`config.mk`:
```
export PLATFORM = sky130hd
export DESIGN_NAME = hex_scan_driver
export DESIGN_NICKNAME = d
export VERILOG_FILES = /design/src/rtl/hex_pkg.sv /design/src/rtl/hex_seg_decode.sv /design/src/rtl/hex_scan_driver.sv
export SDC_FILE = /design/constraint.sdc
export NUM_CORES = 1
export LEC_CHECK = 0
export CAP_MARGIN = 10
export CORE_ASPECT_RATIO = 1.1
export CORE_MARGIN = 3
export CORE_UTILIZATION = 54
export CTS_CLUSTER_SIZE = 28
export DETAILED_ROUTE_END_ITERATION = 12
export PLACE_DENSITY = 0.8
export SLEW_MARGIN = 40
export SYNTH_ARGS = -nofsm -noshare
export SYNTH_HDL_FRONTEND = slang
export SYNTH_SLANG_ARGS = --single-unit
```
`constraint.sdc`:
```
create_clock -name CLK -period 5.5 [get_ports CLK]
set_input_delay 0.55 -clock CLK [delete_from_list [all_inputs] [get_ports CLK]]
set_output_delay 0.55 -clock CLK [all_outputs]
set_load 0.05 [all_outputs]
```
`src/rtl/hex_pkg.sv`:
```
// Shared definitions for the hex display scan driver: FSM states, digit count,
// blanked output levels and the active-low 7-segment glyph table.
// Latency: n/a (constants only). Backpressure: n/a.
package hex_pkg;

    typedef enum logic {
        ST_BLANK = 1'b0,
        ST_SHOW  = 1'b1
    } state_t;

    localparam int          NUM_DIGITS = 8;
    localparam logic [6:0]  SEG_OFF    = 7'h7F;
    localparam logic [7:0]  ANODE_OFF  = 8'hFF;

    // Active-low {g,f,e,d,c,b,a} glyphs; entry n is SEG_TABLE[n] (entry 0 is the last element).
    localparam logic [15:0][6:0] SEG_TABLE = {
        7'h0E, 7'h06, 7'h21, 7'h46,   // F E d C
        7'h03, 7'h08, 7'h10, 7'h00,   // b A 9 8
        7'h78, 7'h02, 7'h12, 7'h19,   // 7 6 5 4
        7'h30, 7'h24, 7'h79, 7'h40    // 3 2 1 0
    };

endpackage

```
`src/rtl/hex_seg_decode.sv`:
```
// Nibble to active-low 7-segment glyph lookup.
// Latency: combinational, zero cycles. Backpressure: none.
// Ports: nib (4-bit hex digit in), seg (7-bit {g,f,e,d,c,b,a} active-low out).
module hex_seg_decode
    import hex_pkg::*;
(
    input  logic [3:0] nib,
    output logic [6:0] seg
);

    assign seg = SEG_TABLE[nib];

endmodule

```
`src/rtl/hex_scan_driver.sv`:
```
// Time-multiplexes an 8-digit enable mask and 32-bit nibble bus onto a
// common-anode 7-segment board, one digit at a time with a blank gap between digits.
// Latency: outputs registered, one cycle after the FSM decides the next phase; no backpressure
// (inputs are snapshotted once per frame, changes at other times wait for the next frame).
// Ports: CLK, RST_N (sync active-low), MODE (digit enables), DISPLAY (nibbles),
//        ANODE (active-low digit select), SEG (active-low segments), FRAME_TICK (snapshot pulse).
// Optional: define HEX_LZS_EN for leading-zero suppression.
module hex_scan_driver
    import hex_pkg::*;
#(
    parameter int ON_CYCLES    = 50000,
    parameter int BLANK_CYCLES = 500
) (
    input  logic        CLK,
    input  logic        RST_N,
    input  logic [7:0]  MODE,
    input  logic [31:0] DISPLAY,
    output logic [7:0]  ANODE,
    output logic [6:0]  SEG,
    output logic        FRAME_TICK
);

    localparam int CNT_MAX = (ON_CYCLES > BLANK_CYCLES) ? ON_CYCLES : BLANK_CYCLES;
    localparam int CW      = (CNT_MAX > 1) ? $clog2(CNT_MAX) : 1;
    localparam int DW      = $clog2(NUM_DIGITS);

    state_t          state, nxt_state;
    logic [CW-1:0]   cnt, nxt_cnt;
    logic [DW-1:0]   dig, nxt_dig;
    logic [7:0]      snap_mode;
    logic [31:0]     snap_disp;

    logic            take_snap;
    logic [7:0]      eff_mode;
    logic [31:0]     eff_disp;
    logic [7:0]      eff_supp;
    logic [3:0]      nxt_nib;
    logic [6:0]      nxt_seg;
    logic            nxt_lit;

    // Snapshot edge is the first BLANK cycle of digit 0. The outputs for the
    // following phase may already need the new snapshot (BLANK_CYCLES == 1),
    // so the decode path looks through the snapshot registers on that edge.
    assign take_snap = (state == ST_BLANK) && (dig == '0) && (cnt == '0);
    assign eff_mode  = take_snap ? MODE    : snap_mode;
    assign eff_disp  = take_snap ? DISPLAY : snap_disp;

`ifdef HEX_LZS_EN
    logic [7:0] in_supp;
    logic [7:0] supp_mask;
    logic       zero_above;

    // Walk from the top digit down: a zero digit is dark while every enabled
    // digit above it is also zero. Digit 0 always shows.
    always_comb begin
        in_supp    = '0;
        zero_above = 1'b1;
        for (int d = NUM_DIGITS - 1; d >= 0; d--) begin
            in_supp[d] = (d != 0) && zero_above && (DISPLAY[4*d +: 4] == 4'h0);
            if (MODE[d] && (DISPLAY[4*d +: 4] != 4'h0)) begin
                zero_above = 1'b0;
            end
        end
    end

    always_ff @(posedge CLK) begin
        if (!RST_N) begin
            supp_mask <= '0;
        end else if (take_snap) begin
            supp_mask <= in_supp;
        end
    end

    assign eff_supp = take_snap ? in_supp : supp_mask;
`else
    assign eff_supp = '0;
`endif

    // Phase sequencing: BLANK_CYCLES dark, then ON_CYCLES lit, per digit.
    always_comb begin
        nxt_state = state;
        nxt_dig   = dig;
        nxt_cnt   = cnt + CW'(1);
        if ((state == ST_BLANK) && (cnt == CW'(BLANK_CYCLES - 1))) begin
            nxt_state = ST_SHOW;
            nxt_cnt   = '0;
        end else if ((state == ST_SHOW) && (cnt == CW'(ON_CYCLES - 1))) begin
            nxt_state = ST_BLANK;
            nxt_cnt   = '0;
            nxt_dig   = dig + DW'(1);
        end
    end

    assign nxt_nib = eff_disp[{nxt_dig, 2'b00} +: 4];
    assign nxt_lit = (nxt_state == ST_SHOW) && eff_mode[nxt_dig] && !eff_supp[nxt_dig];

    hex_seg_decode u_dec (
        .nib (nxt_nib),
        .seg (nxt_seg)
    );

    always_ff @(posedge CLK) begin
        if (!RST_N) begin
            state      <= ST_BLANK;
            cnt        <= '0;
            dig        <= '0;
            snap_mode  <= '0;
            snap_disp  <= '0;
            ANODE      <= ANODE_OFF;
            SEG        <= SEG_OFF;
            FRAME_TICK <= 1'b0;
        end else begin
            state      <= nxt_state;
            cnt        <= nxt_cnt;
            dig        <= nxt_dig;
            FRAME_TICK <= take_snap;
            if (take_snap) begin
                snap_mode <= MODE;
                snap_disp <= DISPLAY;
            end
            ANODE <= nxt_lit ? ~(8'b1 << nxt_dig) : ANODE_OFF;
            SEG   <= nxt_lit ? nxt_seg : SEG_OFF;
        end
    end

endmodule

```
## Yosys cells after proc, flatten, opt, wreduce, memory -nomap -nowiden

Memory sizes are Yosys's and may differ from the RTL's. A register that Yosys moved wholly into a read port is not among the register bits.
Cells that the tools add are included.
Widths: inputs -> output; s select.

- Reductions and logical operators: 12
- Add/subtract/negate cells: 2
- Multipliers: 0
- Shift-type cells: 2
- Order comparisons: 1
- Muxes and demuxes: 9
- Div/mod/pow operators: 0
- Eq/ne operators: 2
- Bitwise operators: 3

Operators with widths:

| kind | count |
|---|---|
| $mux 32 | 1 |
| $shiftx 32x6->4 | 1 |
| $add 16x1->16 const B | 1 |
| $eq 16x16->1 const B | 1 |
| $eq 16x9->1 const B | 1 |
| $logic_not 16->1 | 1 |
| $mux 8 | 1 |
| $not 8->8 | 1 |
| $shl 1x3->8 const A | 1 |
| $logic_and 1x1->1 | 6 |
| $mux 3 | 2 |
| $lt 3x4->1 const B | 1 |
| $mux 1 | 4 |
| $add 3x1->3 const B | 1 |
| $bmux 1 s3 | 1 |
| $logic_not 3->1 | 1 |
| $reduce_or 3->1 | 1 |
| $logic_not 1->1 | 2 |
| $not 1->1 | 2 |
| $reduce_and 2->1 | 1 |

- Input port bits: 42
- Memories kept: 2
- Latch bits: 0
- Memory bits (read-only): 120
- Memory bits (writable): 0
- Register bits after elaboration: 69
- Logic and storage cells: 40
- Output and inout port bits: 16

Memory list:

| name | words | bits a word | rd ports | clocked after Yosys merged registers in | wr ports | line | RTL |
|---|---|---|---|---|---|---|---|
| (name not given) | 16 | 7 | 1 | 1 | 0 | hex_seg_decode.sv:11 | `assign seg = SEG_TABLE[nib];` |
| (name not given) | 8 | 1 | 1 | 0 | 0 | hex_scan_driver.sv:95 | `assign nxt_lit = (nxt_state == ST_SHOW) && eff_mode[nxt_dig] && !eff_supp[nxt_dig];` |

## Longest topological paths before layout

Gate-level depths: netlist of run 1.

- Depth after elaboration: 10
- Gate-level depth with buffers: 18

## Modules after synthesis

Synthesis of run 1 repeated with hierarchy kept, for this count alone.

- Cell total of the unflattened synthesis: 385
- Area, all modules: 3560.9 µm²

Modules (own cells, without submodules):

| module | cells each | sequential area each (µm²) | instances | area each (µm²) |
|---|---|---|---|---|
| hex_scan_driver | 350 | 1521.5 | 1 | 3290.7 |
| hex_seg_decode | 35 | 0.0 | 1 | 270.3 |

## Worst setup path after synthesis of run 1

Ideal clock, no wire load.

- Path kind: reg2reg
- Start: register dig[0]
- End: register SEG[0]
- Data required time: 5.359 ns
- Buffers on the path: 4
- Slack: 1.348 ns
- Period minus slack after synthesis: 4.152 ns
- Arrival time: 4.011 ns
- Cell stages (with the launch flop): 17
- Library setup time: 0.141 ns
- Path through: dfxtp_1 -> clkbuf_1 -> clkinv_1 -> ha_1 -> and4_1 -> clkbuf_1 -> nand2_1 -> clkbuf_1 -> clkbuf_1 -> mux2i_1 -> o221ai_1 -> a22oi_1 -> inv_1 -> ha_1 -> and2_0 -> o21ai_0 -> o2111ai_1

- Cells in the longest elaborated chain, start to end: 10
- Elaborated cells between the ends (all ways): 18

RTL lines:

| item | line | RTL |
|---|---|---|
| from (decl) | hex_scan_driver.sv:29 | `logic [DW-1:0] dig, nxt_dig;` |
| from (signal assigned) | hex_scan_driver.sv:115 | `dig <= nxt_dig;` |
| parallel branches: the longest is 10 deep, another holds $add 3x1->3 | - |  |
| to (decl) | hex_scan_driver.sv:19 | `output logic [6:0] SEG,` |

Parallel ways; which one is timed is not known. The select of a mux whose other input is x is not followed.
A chain may end at the register's enable or synchronous reset.

## Worst setup path after layout of run 1

Ends and elaborated chain as after synthesis.

==> results.yml, run 1 <==
outcome:
  status: "finished clean"
pwr:
  vdd_ir_drop_max_v: 0.0001722
  cellPowerDensity_nw_per_um2: 276.2
  cellLeakagePower_nw: 1.790
setup_path:
  setup.worst_path.start_class: "register"
  critical_path_required_ns: 5.73
  cp-startpoint: "dig[0]"
  worst-path-max-fanout: 22
  rr_startpoint: "dig[0]"
  worst_path_class_setup: "register to register"
  timing.critical_path.to_type: "register"
  worst-endpoint-arrival_ns: 4.56
clocking:
  tritoncts_clock_tree: "built"
  post_cts_buffers: 0
  h-tree-depth: 3
  cts.sink_count: 76
  post_cts_hold_buffer_count: 0
  worst_setup_hold_path_clk_slew_ns: 0.08
  ctsResizeCount: 0
  clk_root_buffer_cell: "sky130_fd_sc_hd__clkbuf_8"
  cts-buffers-inserted: 9
  cts_max_path_buffers: 2
  clkLatencyLatePin_ns: 0.36
hold_path:
  hold_path.startpoint: "snap_disp[11]"
  min_path_type: "register to register"
timing:
  clock_skew_ns: 0.01148
  finalCriticalPeriod_ns: 4.331
  timing.slew.headroom: 0.4453
  rsz_0062_raised_after_global_routing: "no"
  report.final.setup_viol: 0
  final-max-slew-violation-count: 0
  tightestPinTransition_ns: 0.8300
  final_hold_viol_count: 0
  min_period_over_period: 0.7874
  fin_tns_setup_ns: 0
  max_freq_mhz: 230.9
floorplanning:
  die_h_um: 94.08
  die_area_um2: 8098
  design.core.area_um2: 6710
  initial_utilization: 0.5676
  design.portCount: 58
  chipWidth_um: 86.08
  std_cell_rows: 31
global_routing:
  gr-usage-met3: 0.05088
  grt_use_met2: 0.3985
  grt.total_usage: 0.2408
  busiest_layer: "met2"
  grt_first_pass_wirelength_um: 15330
  grt_start_max_net_pins: 47
  antenna_found_initial: 0
  met1_routing_resource_usage_after_global_routing: 0.3029
  global_route.overflow_total: 0
  vias_in_the_first_global_route: 3188
logic_synthesis:
  synth.ff_latch_count: 76
  syn-instance-count: 436
  synth.avg_cell_area_um2: 8.735
  post_synth_instance_area_um2: 3809
  postSynth.topFlopCell: "sky130_fd_sc_hd__dfxtp_1"
  synth.yosys.warnings: 0
  synth-edff-count: 0
  yosysSeqAreaShare: 0.3995
  mappedNetlistNets: 488
  netlist-cell-type-count: 52
  async_flop_share: 0
placement:
  detailed_place.area_um2: 4412
  hpwlAfterDp_um: 6612
  place.gp.congestion: 0.9031
  port-buffer-count: 57
final_layout:
  final_layout_size_suffix_gt1_frac: 0.06327
  syn_to_final_growth_pct: 21.88
  fillCellCount: 528
  insertedDiodeCount: 0
  fin_area_um2: 4642
  final_net_count: 537
routing:
  firstDrtPassIters: 4
  detail_route.vias_per_cell: 5.757
  dr.first_iter.drc_count: 186
  detail_route.drc_violations: 0
  antenna_left: 0
  num_vias: 3293
  drt-total-wl_um: 9151
  post_drt_wl_per_cell_um: 16.00
job:
  cap_viol_max_count: 0
worst max-delay path, cell delays in order (launching register included):
cell,delay (ns)
sky130_fd_sc_hd__dfxtp_1,0.55
sky130_fd_sc_hd__clkinv_1,0.33
sky130_fd_sc_hd__ha_1,0.33
sky130_fd_sc_hd__and4_1,0.20
sky130_fd_sc_hd__nand2_1,0.63
sky130_fd_sc_hd__buf_4,0.41
sky130_fd_sc_hd__mux2i_1,0.28
sky130_fd_sc_hd__o221ai_1,0.13
sky130_fd_sc_hd__a22oi_1,0.49
sky130_fd_sc_hd__inv_1,0.17
sky130_fd_sc_hd__ha_1,0.28
sky130_fd_sc_hd__and2_0,0.14
sky130_fd_sc_hd__o21ai_0,0.14
sky130_fd_sc_hd__o2111ai_1,0.13
layout make-up:
class | count | area (µm²) | share of cell area
multi-input cells | 321 | 2133 | 0.4596
flip-flops and latches | 76 | 1521 | 0.3278
repair buffers | 61 | 600.6 | 0.1294
clock buffers | 9 | 123.9 | 0.02668
well taps | 82 | 102.6 | 0.02210
clock inverters | 7 | 100.1 | 0.02156
inverters | 16 | 60.06 | 0.01294
final timing paths:
kind	slack, ns	depth (start not counted)	end
max	1.17	13	SEG[0]
min reg2reg	0.47	2	snap_disp[11]
max reg2reg	1.17	13	SEG[0]
min	0.47	2	snap_disp[11]
layer usage:
metal  wire (µm)  share of wire
met1        3952           0.43
met2        4440           0.49
met3         595          0.065
met4         163          0.018
met5           0              0
Yosys cell counts (all sizes together) (9+ instances only):
master	n	area (µm²)
a21oi	9	45.04
ha	10	125.1
inv	15	56.30
mux2i	35	350.3
dfxtp	76	1521
o221ai	11	102.6
nand3	19	95.09
o21ai	9	45.04
clkbuf	15	56.30
nor2	33	123.9
nand4	9	56.30
nand2	56	210.2
nor2b	22	137.6
a21boi	22	165.2
per-stage QoR:
| step | setup slack (ns) | power, mW | std cells | util | hold WS (ns) |
|---|---|---|---|---|---|
| 2_1_floorplan | 1.348 | 0.7442 | 436 | - | 0.4297 |
| 3_3_place_gp | 1.294 | 0.8045 | 556 | 0.6562 | 0.4459 |
| 3_5_place_dp | 1.248 | 0.8117 | 556 | 0.6575 | 0.4561 |
| 4_1_cts | 1.205 | 1.285 | 572 | 0.6908 | 0.4674 |
| 5_1_grt | 0.7552 | 1.337 | 572 | 0.6918 | 0.4911 |
| 6_report | 1.169 | 1.282 | 572 | 0.6918 | 0.4653 |
where the power goes:
group	switching [mW]	internal [mW]	total, mW
logic	0.118	0.0964	0.214
registers	0.0112	0.579	0.591
clock network	0.220	0.257	0.478
registers in the layout, indices dropped and copies added (netlist names):
| name | cells |
|---|---|
| snap_mode | 8 |
| ANODE | 8 |
| SEG | 7 |
| dig | 3 |
| snap_disp | 32 |
| state | 1 |
| cnt | 16 |
| FRAME_TICK | 1 |
layout by cell type, fill, tap and decap left out, types with 8 or more instances in the layout:
cell type	Yosys	routed
sky130_fd_sc_hd__a21boi_0	21	21
sky130_fd_sc_hd__a21oi_1	9	9
sky130_fd_sc_hd__clkbuf_8	0	9
sky130_fd_sc_hd__clkdlybuf4s50_1	0	57
sky130_fd_sc_hd__dfxtp_1	76	76
sky130_fd_sc_hd__ha_1	10	10
sky130_fd_sc_hd__inv_1	15	15
sky130_fd_sc_hd__mux2i_1	35	35
sky130_fd_sc_hd__nand2_1	56	56
sky130_fd_sc_hd__nand2b_1	8	8
sky130_fd_sc_hd__nand3_1	19	19
sky130_fd_sc_hd__nand4_1	9	9
sky130_fd_sc_hd__nor2_1	33	32
sky130_fd_sc_hd__nor2b_1	22	22
sky130_fd_sc_hd__o221ai_1	10	10
sky130_fd_sc_hd__xnor2_1	8	8
cells by family after synthesis:
family / Yosys count / share of synthesized area
mux: 38 / 0.1038
xor+xnor: 15 / 0.03450
flops: 76 / 0.3995
fa+ha+maj: 10 / 0.03285
compound gates: 72 / 0.1403
buf+inv: 39 / 0.04435
simple gates: 186 / 0.2447
(Power assumes the default switching activity.)
==> run 2: changes to the inputs <==
--- a/config.mk
+++ b/config.mk
@@ -8,10 +8,10 @@
 export CAP_MARGIN = 10
 export CORE_ASPECT_RATIO = 1.1
 export CORE_MARGIN = 3
-export CORE_UTILIZATION = 54
+export CORE_UTILIZATION = 49
 export CTS_CLUSTER_SIZE = 28
 export DETAILED_ROUTE_END_ITERATION = 12
-export PLACE_DENSITY = 0.8
+export PLACE_DENSITY = 0.76
 export SLEW_MARGIN = 40
 export SYNTH_ARGS = -nofsm -noshare
 export SYNTH_HDL_FRONTEND = slang
==> constraint.sdc (replaced) <==
create_clock -name CLK -period 3.6 [get_ports CLK]
set_input_delay 0.36 -clock CLK [delete_from_list [all_inputs] [get_ports CLK]]
set_output_delay 0.36 -clock CLK [all_outputs]
set_load 0.05 [all_outputs]
==> results.yml, run 2 (synthesis gave the netlist of run 1 again) <==
clocking:
  cts.sink_count: 76
  clk_root_buffer_cell: "sky130_fd_sc_hd__clkbuf_8"
  cts_max_path_buffers: 2
  post_cts_hold_buffer_count: 0
  clkLatencyLatePin_ns: 0.36
  h-tree-depth: 3
  worst_setup_hold_path_clk_slew_ns: 0.08
  cts-buffers-inserted: 9
  tritoncts_clock_tree: "built"
routing:
  num_vias: 3385
  detail_route.vias_per_cell: 5.451
  firstDrtPassIters: 4
  drt-total-wl_um: 9359
  antenna_left: 0
  dr.first_iter.drc_count: 154
  post_drt_wl_per_cell_um: 15.07
  detail_route.drc_violations: 0
floorplanning:
  chipWidth_um: 90.06
  design.portCount: 58
  std_cell_rows: 33
  die_h_um: 98.47
  initial_utilization: 0.5068
  die_area_um2: 8868
  design.core.area_um2: 7515
pwr:
  power_frac_seq: 0.492
  cellLeakagePower_nw: 1.904
  pwr-share-comb: 0.187
  clockPowerShare: 0.321
  cellPowerDensity_nw_per_um2: 378.2
  p_int_mw: 1.297
  power.switching_fraction: 0.2933
  vdd_ir_drop_max_v: 0.0001790
  reported_net_switching_power_mw: 0.5380
job:
  cap_viol_max_count: 0
final_layout:
  registers.top_by_ff_count: "snap_disp"
  final_layout_size_suffix_gt1_frac: 0.1260
  layout_commonest_cell: "sky130_fd_sc_hd__dfxtp_1"
  final_core_utilization: 0.6455
  fin_area_um2: 4851
  final_cell_mix: "sky130_fd_sc_hd__dfxtp_1 (75), sky130_fd_sc_hd__clkdlybuf4s50_1 (57), sky130_fd_sc_hd__nand2_1 (54)"
  largest_register_ff_count: 32
  fillCellCount: 657
  insertedDiodeCount: 0
  final_net_count: 563
  syn_to_final_growth_pct: 27.37
  biggestRegsByFlops: "snap_disp x32, cnt x16"
global_routing:
  grt.total_usage: 0.2214
  vias_in_the_first_global_route: 3282
  antenna_found_initial: 0
  global_route.overflow_total: 0
  grt_start_max_net_pins: 46
  grt_first_pass_wirelength_um: 15950
timing:
  max_freq_mhz: 284.3
  final-max-slew-violation-count: 0
  final_hold_viol_count: 0
  clock_skew_ns: 0.008486
  final.hold.worst_slack_ns: 0.4675
  min_period_over_period: 0.9770
  timing.slew.headroom: 0.5970
  report.final.setup_viol: 0
  finalCriticalPeriod_ns: 3.517
  fin_tns_setup_ns: 0
  tightestPinTransition_ns: 0.5991
placement:
  port-buffer-count: 57
  place.gp.congestion: 0.9673
  detailed_place.area_um2: 4606
  hpwlAfterDp_um: 7029
setup_path:
  critical_path_required_ns: 3.84
  timing.critical_path.to_type: "register"
  worst_path_class_setup: "register to register"
  worst-path-max-fanout: 5
  setup.worst_path.start_class: "register"
  worst-endpoint-arrival_ns: 3.76
hold_path:
  min_path_type: "register to register"
outcome:
  status: "finished clean"
## run 2: metal layers
metal | routed length (µm) | share of wire | vias up | global-route usage
met2 | 4553 | 0.49 | 93 | 0.3782
met5 | 0 | 0 | - | 0
li1 | - | - | 1683 | -
met1 | 4215 | 0.45 | 1592 | 0.2711
met4 | 204 | 0.022 | 0 | 0.1013
met3 | 386 | 0.041 | 17 | 0.04275
## run 2: layout make-up
class / instances / area, µm² / share of cell area
multi-input combinational: 321 / 2162 / 0.4457
clock buffer: 9 / 123.9 / 0.02554
inverter: 16 / 61.31 / 0.01264
sequential: 76 / 1523 / 0.3139
clock inverter: 7 / 53.80 / 0.01109
tap: 105 / 131.4 / 0.02708
timing repair buffer: 87 / 795.8 / 0.1640
## run 2: per-stage QoR
stage | power [mW] | worst slack (ns) | std cells
floorplan | 1.139 | 0.005939 | 436
global placement | 1.243 | 0.03500 | 601
detailed placement | 1.255 | -0.04231 | 601
CTS | 1.844 | 0.001201 | 617
global route | 1.922 | -0.02191 | 621
finish | 1.835 | 0.08273 | 621
## run 2: power groups by stage
stage / clock (mW) / sequential [mW] / combinational (mW)
after floorplan: 0 / 0.921 / 0.218
after detailed placement: 0 / 0.922 / 0.333
after global placement: 0 / 0.919 / 0.323
after global routing: 0.637 / 0.907 / 0.378
after CTS: 0.605 / 0.902 / 0.336
final: 0.589 / 0.902 / 0.343
## run 2: path summary, 6_finish.rpt
kind                                    start            end  slack, ns  cells after the start
worst max-delay path                  cnt[10]         SEG[3]       0.08                     12
worst min register to register  snap_disp[26]  snap_disp[26]       0.47                      2
worst min-delay path            snap_disp[26]  snap_disp[26]       0.47                      2
worst max register to register        cnt[10]         SEG[3]       0.08                     12
## run 2: timing repair
item / 4_1_cts / 5_1_grt
buffers inserted: 0 / 4
hold endpoints to repair: 0 / 0
endpoints found under the setup margin: 4 / 7
gates cloned: 0 / 0
resized for setup: 3 / 7
pin swaps: 0 / 2
## run 2: worst max-delay path, cell delays in order, from the launching register on
cell and delay [ns]:
sky130_fd_sc_hd__dfxtp_1 0.32, sky130_fd_sc_hd__or4_4 0.55, sky130_fd_sc_hd__or4_4 0.52, sky130_fd_sc_hd__or4_4 0.50
sky130_fd_sc_hd__and2_4 0.19, sky130_fd_sc_hd__o221a_2 0.26, sky130_fd_sc_hd__o221ai_1 0.10, sky130_fd_sc_hd__a22oi_2 0.17
sky130_fd_sc_hd__buf_4 0.17, sky130_fd_sc_hd__ha_1 0.28, sky130_fd_sc_hd__inv_1 0.04, sky130_fd_sc_hd__mux2i_1 0.18
sky130_fd_sc_hd__o2111ai_2 0.12
==> run 3: changes to the inputs <==
--- a/config.mk
+++ b/config.mk
@@ -6,12 +6,15 @@
 export NUM_CORES = 1
 export LEC_CHECK = 0
 export CAP_MARGIN = 10
+export CELL_PAD_IN_SITES_DETAIL_PLACEMENT = 1
+export CELL_PAD_IN_SITES_GLOBAL_PLACEMENT = 1
 export CORE_ASPECT_RATIO = 1.1
 export CORE_MARGIN = 3
-export CORE_UTILIZATION = 49
+export CORE_UTILIZATION = 37
 export CTS_CLUSTER_SIZE = 28
 export DETAILED_ROUTE_END_ITERATION = 12
-export PLACE_DENSITY = 0.76
+export PLACE_DENSITY_LB_ADDON = 0.1
+export SETUP_SLACK_MARGIN = 0.4
 export SLEW_MARGIN = 40
 export SYNTH_ARGS = -nofsm -noshare
 export SYNTH_HDL_FRONTEND = slang
==> results.yml, run 3 (synthesis gave the netlist of run 1 again) <==
outcome:
  status: "finished clean"
routing:
  firstDrtPassIters: 4
  dr.first_iter.drc_count: 113
  drt-total-wl_um: 11350
  detail_route.drc_violations: 0
  post_drt_wl_per_cell_um: 17.53
  detail_route.vias_per_cell: 5.371
  num_vias: 3475
  antenna_left: 0
clocking:
  cts.sink_count: 76
  tritoncts_clock_tree: "built"
  cts_max_path_buffers: 2
  clkLatencyLatePin_ns: 0.35
  cts-buffers-inserted: 9
  clk_root_buffer_cell: "sky130_fd_sc_hd__clkbuf_8"
  worst_setup_hold_path_clk_slew_ns: 0.08
  h-tree-depth: 3
timing:
  clock_skew_ns: 0.007417
  report.final.setup_viol: 0
  min_period_over_period: 0.9441
  finalCriticalPeriod_ns: 3.399
  final_hold_viol_count: 0
  rsz_0062_raised_after_global_routing: "yes"
  tightestPinTransition_ns: 0.6310
  postLayoutSetupSlackWorst_ns: 0.2011
  final-max-slew-violation-count: 0
  max_freq_mhz: 294.2
  timing.slew.headroom: 0.5781
  fin_tns_setup_ns: 0
final_layout:
  largest_register_ff_count: 32
  biggestRegsByFlops: "snap_disp x32, cnt x16"
  syn_to_final_growth_pct: 36.24
  registers.top_by_ff_count: "snap_disp"
  final_cell_mix: "sky130_fd_sc_hd__dfxtp_1 (72), sky130_fd_sc_hd__clkdlybuf4s50_1 (57), sky130_fd_sc_hd__nand2_1 (54)"
  final_net_count: 574
  insertedDiodeCount: 0
  layout_commonest_cell: "sky130_fd_sc_hd__dfxtp_1"
  final_layout_size_suffix_gt1_frac: 0.2144
pwr:
  cellLeakagePower_nw: 1.984
  cellPowerDensity_nw_per_um2: 366.1
  vdd_ir_drop_max_v: 0.0001919
  totalPowerFinal_mw: 1.899
placement:
  hpwlAfterDp_um: 8061
  place.gp.congestion: 0.7911
  port-buffer-count: 57
  dp_worst_setup_slack_ns: 0.01549
setup_path:
  cp-startpoint: "cnt[13]"
  timing.critical_path.to_type: "register"
  worst-path-max-fanout: 6
  worst_path_class_setup: "register to register"
  reg2reg_slack_ns: 0.20
  rr_startpoint: "cnt[13]"
  rr_worst_depth: 11
  critical_r2r_capture: "SEG[0]"
  critical_path.max_stage_delay_ns: 0.59
  crit_path_cell_trace: "or4_4 > or4_4 > o211ai_1 > and2_4 > o221a_4 > o221ai_2 > a22oi_2 > ha_2 > inv_2 > or3_4 > o2111ai_1"
  critical_path_required_ns: 3.88
  worst-endpoint-arrival_ns: 3.67
  critPathMostFrequentCell: "sky130_fd_sc_hd__or4_4"
  setup.worst_path.start_class: "register"
  critical-path-slowest-cell: "sky130_fd_sc_hd__or4_4"
global_routing:
  global_route.overflow_total: 0
  grt_start_max_net_pins: 46
  vias_in_the_first_global_route: 3515
  grt_first_pass_wirelength_um: 18000
  grt.total_usage: 0.1989
  antenna_found_initial: 0
floorplanning:
  design.portCount: 58
  die_area_um2: 11550
  chipWidth_um: 102.7
  std_cell_rows: 38
  design.core.area_um2: 9937
  die_h_um: 112.4
  initial_utilization: 0.3833
job:
  cap_viol_max_count: 0
hold_path:
  hold_depth: 2
  hold_path_end: "snap_disp[11]"
  hold_path.startpoint: "snap_disp[11]"
  min_path_type: "register to register"
[run 3: cell count changes in the layout (fill, tap and decap cells not counted), moves of 4 or more]
cell	previous run	this run
sky130_fd_sc_hd__ha_2	0	5
sky130_fd_sc_hd__buf_4	30	38
sky130_fd_sc_hd__o221ai_1	10	5
sky130_fd_sc_hd__mux2i_1	35	28
sky130_fd_sc_hd__clkbuf_1	0	4
sky130_fd_sc_hd__ha_1	10	4
sky130_fd_sc_hd__mux2i_2	0	7
[run 3: cell type report]
| type | instances | area (µm²) |
|---|---|---|
| multi-input cells | 322 | 2392 |
| repair buffers | 97 | 890.9 |
| clock inverters | 2 | 10.01 |
| fillers | 1149 | 4748 |
| inverters | 16 | 61.31 |
| clock buffers | 14 | 152.6 |
| flip-flops and latches | 76 | 1531 |
| well taps | 120 | 150.1 |
[run 3: repair_timing]
| item | 4_1_cts | 5_1_grt |
|---|---|---|
| buffers inserted | 9 | 11 |
| pin swaps | 6 | 4 |
| hold buffers | 0 | 0 |
| gates resized for setup | 26 | 24 |
| gates cloned | 0 | 1 |
| endpoints found under the setup margin | 7 | 7 |
[run 3: metrics by stage]
step | instance area (µm²) | cells | hold slack (ns) | util
5_1_grt | 5189 | 647 | 0.4879 | 0.5222
3_5_place_dp | 4647 | 610 | 0.4630 | 0.4676
3_3_place_gp | 4647 | 610 | 0.4419 | 0.4676
6_report | 5189 | 647 | 0.4682 | 0.5222
2_1_floorplan | 3905 | 436 | 0.4297 | -
4_1_cts | 4987 | 635 | 0.4735 | 0.5019
[run 3: report_power, final]
| group | internal, mW | total, mW | switching (mW) |
|---|---|---|---|
| logic | 0.201 | 0.421 | 0.221 |
| registers | 0.884 | 0.902 | 0.0184 |
| clock network | 0.269 | 0.576 | 0.307 |
[run 3: metal layers]
layer,global-route usage,wire (µm),share of wire
met3,0.03667,467,0.041
met2,0.3079,5197,0.46
met1,0.2742,5385,0.47
met4,0.07513,295,0.026
met5,0,0,0
[run 3: worst max-delay path: cells and delay by family, from the launching register on]
kind	cells	cell delay, ns
AOI/OAI and AO/OA	5	0.95
adders and majority gates	1	0.27
buffers and inverters	1	0.05
DFF	1	0.36
and+or+nand+nor	4	1.67
[run 3: worst max path at each step]
stage / depth (start not counted) / slack [ns] / endpoint
2_1_floorplan: 13 / 0.36 / SEG[3]
3_3_place_gp: 12 / 0.17 / SEG[0]
3_5_place_dp: 13 / 0.02 / SEG[0]
4_1_cts: 11 / 0.24 / SEG[0]
5_1_grt: 12 / 0.06 / SEG[0]
6_report: 11 / 0.20 / SEG[0]
